**src/rtl/bitcount_arbiter_pkg.sv**
```systemverilog
// Shared constants for the two-requester bit-count arbiter.
// Holds width defaults, FSM encoding and requester ids.
package bitcount_arbiter_pkg;

  localparam int DEF_OPW  = 5;
  localparam int DEF_RESW = 32;
  localparam int DEF_CNTW = 16;

  typedef enum logic [1:0] {
    S_IDLE = 2'd0,
    S_EXEC = 2'd1,
    S_RESP = 2'd2
  } state_t;

  localparam logic ID0 = 1'b0;
  localparam logic ID1 = 1'b1;

endpackage

```
**src/rtl/bitcount_core.sv**
```systemverilog
// Combinational one-bit-count datapath for two operands.
// Produces the 4-bit sum, its even-parity flag and the extended result.
module bitcount_core
  import bitcount_arbiter_pkg::*;
#(
  parameter int OPW  = DEF_OPW,
  parameter int RESW = DEF_RESW
) (
  input  logic [OPW-1:0]  i_num1,
  input  logic [OPW-1:0]  i_num2,
  output logic [3:0]      o_calc,
  output logic            o_balance,
  output logic [RESW-1:0] o_result
);

  logic [3:0] w_pc1;
  logic [3:0] w_pc2;

  always_comb begin
    w_pc1 = '0;
    w_pc2 = '0;
    for (int i = 0; i < OPW; i++) begin
      w_pc1 = w_pc1 + {3'b000, i_num1[i]};
      w_pc2 = w_pc2 + {3'b000, i_num2[i]};
    end
  end

  assign o_calc    = w_pc1 + w_pc2;
  assign o_balance = ~^o_calc;
  // Writeback expects bit 3 replicated upward
  assign o_result  = {{(RESW-4){o_calc[3]}}, o_calc};

endmodule

```
**src/rtl/bitcount_arbiter.sv**
```systemverilog
// Round-robin arbiter sharing one bit-count core between two requesters.
// Captures operands, computes in one cycle, holds a registered response.
module bitcount_arbiter
  import bitcount_arbiter_pkg::*;
#(
  parameter int OPW  = DEF_OPW,
  parameter int RESW = DEF_RESW,
  parameter int CNTW = DEF_CNTW
) (
  input  logic            clk,
  input  logic            reset,
  input  logic            req0,
  input  logic [OPW-1:0]  num1_0,
  input  logic [OPW-1:0]  num2_0,
  output logic            ack0,
  input  logic            req1,
  input  logic [OPW-1:0]  num1_1,
  input  logic [OPW-1:0]  num2_1,
  output logic            ack1,
  output logic            resp_valid,
  input  logic            resp_ready,
  output logic            resp_id,
  output logic [RESW-1:0] resp_result,
  output logic            resp_balance,
  output logic            busy,
  output logic [CNTW-1:0] op_count
);

  state_t            r_state;
  state_t            w_next;
  logic              r_ptr;
  logic              r_id;
  logic [OPW-1:0]    r_n1;
  logic [OPW-1:0]    r_n2;
  logic              r_ack0;
  logic              r_ack1;
  logic              r_resp_valid;
  logic              r_resp_id;
  logic [RESW-1:0]   r_result;
  logic              r_bal;
  logic [CNTW-1:0]   r_cnt;
  logic              w_gnt0;
  logic              w_gnt1;
  logic [3:0]        w_calc_unused;
  logic              w_bal;
  logic [RESW-1:0]   w_result;

  bitcount_core #(
    .OPW  (OPW),
    .RESW (RESW)
  ) u_core (
    .i_num1    (r_n1),
    .i_num2    (r_n2),
    .o_calc    (w_calc_unused),
    .o_balance (w_bal),
    .o_result  (w_result)
  );

  always_comb begin
    w_next = r_state;
    w_gnt0 = 1'b0;
    w_gnt1 = 1'b0;
    unique case (r_state)
      S_IDLE: begin
        // r_ptr names the requester that wins a tie
        w_gnt0 = req0 & (~req1 | (r_ptr == ID0));
        w_gnt1 = req1 & (~req0 | (r_ptr == ID1));
        if (w_gnt0 | w_gnt1) w_next = S_EXEC;
      end
      S_EXEC: w_next = S_RESP;
      S_RESP: begin
        if (r_resp_valid && resp_ready) w_next = S_IDLE;
      end
      default: w_next = S_IDLE;
    endcase
  end

  always_ff @(posedge clk) begin
    if (reset) begin
      r_state      <= S_IDLE;
      r_ptr        <= ID0;
      r_id         <= ID0;
      r_n1         <= '0;
      r_n2         <= '0;
      r_ack0       <= 1'b0;
      r_ack1       <= 1'b0;
      r_resp_valid <= 1'b0;
      r_resp_id    <= 1'b0;
      r_result     <= '0;
      r_bal        <= 1'b0;
      r_cnt        <= '0;
    end else begin
      r_state <= w_next;
      r_ack0  <= w_gnt0;
      r_ack1  <= w_gnt1;
      if (w_gnt0 | w_gnt1) begin
        r_n1  <= w_gnt1 ? num1_1 : num1_0;
        r_n2  <= w_gnt1 ? num2_1 : num2_0;
        r_id  <= w_gnt1 ? ID1 : ID0;
        r_ptr <= w_gnt1 ? ID0 : ID1;
      end
      if (r_state == S_EXEC) begin
        r_resp_valid <= 1'b1;
        r_resp_id    <= r_id;
        r_result     <= w_result;
        r_bal        <= w_bal;
      end
      if (r_state == S_RESP && r_resp_valid && resp_ready) begin
        r_resp_valid <= 1'b0;
        if (r_cnt != {CNTW{1'b1}}) r_cnt <= r_cnt + 1'b1;
      end
    end
  end

  assign ack0         = r_ack0;
  assign ack1         = r_ack1;
  assign resp_valid   = r_resp_valid;
  assign resp_id      = r_resp_id;
  assign resp_result  = r_result;
  assign resp_balance = r_bal;
  assign busy         = (r_state != S_IDLE);
  assign op_count     = r_cnt;

endmodule

```
**config.mk**
```make
export PLATFORM = sky130hd
export DESIGN_NAME = bitcount_arbiter
export DESIGN_NICKNAME = d
export VERILOG_FILES = /design/src/rtl/bitcount_arbiter_pkg.sv /design/src/rtl/bitcount_core.sv /design/src/rtl/bitcount_arbiter.sv
export SDC_FILE = /design/constraint.sdc
export NUM_CORES = 1
export LEC_CHECK = 0
export BUFFER_PORTS_ARGS = -buffer_cell sky130_fd_sc_hd__buf_2
export CAP_MARGIN = 30
export CORE_ASPECT_RATIO = 1.4
export CORE_MARGIN = 2
export CORE_UTILIZATION = 54
export DETAILED_ROUTE_END_ITERATION = 8
export PLACE_DENSITY_LB_ADDON = 0.2
export SETUP_SLACK_MARGIN = 0.3
export SLEW_MARGIN = 0
export SYNTH_ARGS = -nofsm -noshare
export SYNTH_HDL_FRONTEND = slang
export SYNTH_SLANG_ARGS = --single-unit
```
**constraint.sdc**
```tcl
create_clock -name clk -period 7.12 [get_ports clk]
set_input_delay 0.356 -clock clk [delete_from_list [all_inputs] [get_ports clk]]
set_output_delay 0.356 -clock clk [all_outputs]
set_load 0.01 [all_outputs]
```
==> impl_metrics.py <==
metrics = {
    "routing": {
        "drtIter0Drc": 138,
        "ant_nets": 0,
        "routed_wirelength_um": 4530,
        "drc": 4,
        "detail_route.wl_per_cell_um": 13.3,
        "vias": 1859,
        "dr.pass1.iters": 6,
        "viasPerCell": 5.45,
    },
    "place": {
        "io_buffers": 78,
        "hpwl_um": 3500,
        "place_area_mm2": 0.00247,
        "routabilityCongestion": 0.815,
    },
    "synthesis": {
        "netlist_instances": 247,
        "synth_area_leaders": "dfxtp_1, buf_4, ha_1, fa_1, nor2_1",
        "synth_top_area_share_pct": 34.5,
        "synth.ff_latch_count": 39,
        "synth_edf_count": 0,
        "ys_types": 43,
        "synth.avg_cell_area_um2": 9.17,
        "synth.largest_area_cell": "dfxtp_1",
        "yosys_most_used_dff": "dfxtp_1",
        "yosysSeqAreaShare_pct": 34.5,
        "synth_warnings": 0,
        "synth_nets": 287,
        "syn_area_mm2": 0.00226,
        "synthArstFlopShare_pct": 0,
    },
    "cells_and_area": {
        "finalCoreUtilization_pct": 64.5,
        "fillers": 355,
        "area_growth_pct": 13.5,
        "design_area_mm2": 0.00257,
        "layout.nets": 337,
        "drive_gt1_share_pct": 33.2,
        "antenna_cells": 0,
    },
    "cts": {
        "cts_hold_buffers": 0,
        "worstSkewPairLatency_ns": 0.30,
        "clock_path_buffers": 2,
        "clock-sinks": 39,
        "cts_root_buffer": "clkbuf_8",
        "htreeDepth": 2,
        "postCtsSetupRepairBufs": 0,
        "path_clk_slew_ns": 0.08,
        "cts_buffers": 5,
        "cts_resized": 0,
        "cts_tree": "built",
    },
    "timing": {
        "finalCritPeriodShare_pct": 49.7,
        "worst_slew_pin_slew_ns": 0.763,
        "tns_ns": 0,
        "rsz0062_at_grt": "false",
        "fmax_mhz": 283,
        "finalCriticalPeriod_ns": 3.54,
        "hold_viol_final": 0,
        "maxSlewHeadroom_pct": 49.1,
        "fin_worst_skew_ns": 0.00700,
        "setup_viol": 0,
        "slew_violations": 0,
    },
    "grt": {
        "grt_usage_pct": 20.2,
        "antenna_found_initial": 0,
        "grt_overflow": 0,
        "grt_pass1_vias": 1684,
        "grt_max_degree": 36,
        "grt_pass1_wl_um": 7390,
    },
    "power_and_ir_drop": {
        "p_seq_share_pct": 43.2,
        "p_leak_nw": 1.30,
        "finalPower_w": 0.000561,
        "vdd_drop_max_mv": 0.181,
        "swShare_pct": 29.8,
        "share_comb_of_total_power_pct": 27.4,
        "intPower_w": 0.000394,
        "switching_power_w": 0.000167,
        "p_clk_share_pct": 29.4,
        "power_density_mw_per_mm2": 218,
    },
    "status": {
        "violations": "DRC",
        "status": "finished, violations left",
    },
    "die": {
        "fp.dieArea_mm2": 0.00474,
        "die_h_um": 80.6,
        "start_util_pct": 56.8,
        "die_x_um": 58.7,
        "fp-row-count": 27,
        "pin_count": 79,
        "core_mm2": 0.00399,
    },
    "critical_path": {
        "critPathKind": "flop to flop",
        "cp_data_arrival_time_ns": 3.76,
        "start_kind": "flop",
        "worstPathRequired_ns": 7.35,
        "cp_max_fo": 2,
        "worstSetupEndpointType": "flop",
    },
    "run": {
        "maxCapViolations": 0,
    },
    "worst_hold_path": {
        "hold_path.class": "input pin to flop",
    },
}
## flip-flops by register name, summed over array words and instances (netlist names), 2 cells and up
name	cells
op_count	16
r_n1	5
r_n2	5
r_state	2
resp_result	4
## Yosys cell counts (3+ instances only)
cell	instances
a221o_1	6
a21oi_1	11
a211oi_1	5
nand4_1	4
nor2b_1	7
dfxtp_1	39
o311ai_0	3
mux2i_1	6
inv_1	15
or4_1	5
nand2_1	10
o41ai_1	4
o21ai_0	5
o31ai_1	4
nand3_1	10
mux2_2	5
buf_4	28
a21o_1	4
and2_1	6
nor2_1	21
clkbuf_1	6
and3_1	3
ha_1	10
fa_1	5
## path summary, 6_finish.rpt
check / startpoint / end / slack (ns) / depth (start not counted)
worst max-delay path: r_n1[0] / resp_balance / 3.58 / 12
worst min-delay path: num1_0[2] / r_n1[2] / 0.26 / 2
worst max register to register: r_n1[0] / resp_balance / 3.58 / 12
worst min register to register: r_id / r_id / 0.47 / 1
## metrics by stage
stage / cells / hold WS, ns / setup slack [ns]
5_1_grt: 341 / 0.276 / 3.44
3_5_place_dp: 333 / 0.467 / 3.60
6_report: 341 / 0.263 / 3.58
3_3_place_gp: 333 / 0.443 / 3.69
4_1_cts: 341 / 0.255 / 3.58
2_1_floorplan: 247 / 0.426 / 3.75
## cell usage in the layout, fill, tap and decap left out, types with 2 or more instances in the layout
cell	instances
inv_1	15
clkbuf_8	7
a21o_1	4
mux2_2	5
nor2b_1	7
a22oi_1	2
nand2b_1	2
and2_2	2
nand2_1	10
a211oi_1	5
o311ai_0	3
and4_1	2
or3_2	2
a221o_1	6
buf_2	78
o31ai_1	4
nand4_1	4
or4_1	5
mux2i_1	6
nand3_1	10
o41ai_1	4
xnor2_1	2
ha_1	10
and2_1	6
and3_1	3
a21oi_1	11
nor2_1	21
o21ai_0	5
fa_1	5
dfxtp_1	39
## final cells by class
cell class	count	area, um2	area share, %
timing repair buffer	78	390	15.2
multi-input combinational	158	1190	46.3
clock buffer	8	100	3.89
tap	43	53.8	2.09
sequential	39	781	30.4
inverter	15	56.3	2.19
## cells by family after synthesis
group,count (synthesis),synth area share [%]
compound gates,46,14.5
xor+xnor,3,1.16
fa+ha+maj,15,9.94
buf+inv,50,13.0
flops,39,34.5
mux,11,5.14
simple gates,83,21.8
## power groups by stage
stage | clock network [W] | registers, W | logic (W)
6_report | 0.000165 | 0.000243 | 0.000154
5_1_grt | 0.000179 | 0.000245 | 0.000175
4_1_cts | 0.000169 | 0.000243 | 0.000156
3_5_place_dp | 0 | 0.000248 | 0.000155
3_3_place_gp | 0 | 0.000247 | 0.000148
2_1_floorplan | 0 | 0.000249 | 0.000115
## worst max-delay path, stage by stage, from the launching register on
cell	delay, ns
dfxtp_1	0.32
ha_1	0.27
inv_1	0.05
fa_1	0.52
fa_1	0.43
fa_1	0.48
inv_1	0.04
ha_1	0.19
fa_1	0.53
xor2_1	0.20
xnor2_1	0.16
nand3_1	0.10
a31oi_1	0.17
## per-layer routing
layer / GRT usage (%) / part of all wire [%] / up-vias
li1: - / - / 957
met1: 22.3 / 40 / 856
met2: 37.3 / 55 / 42
met3: 4.19 / 4.5 / 4
met4: 6.36 / 0.99 / 0
met5: 0 / 0 / -
Power figures use the tool's default switching activity.
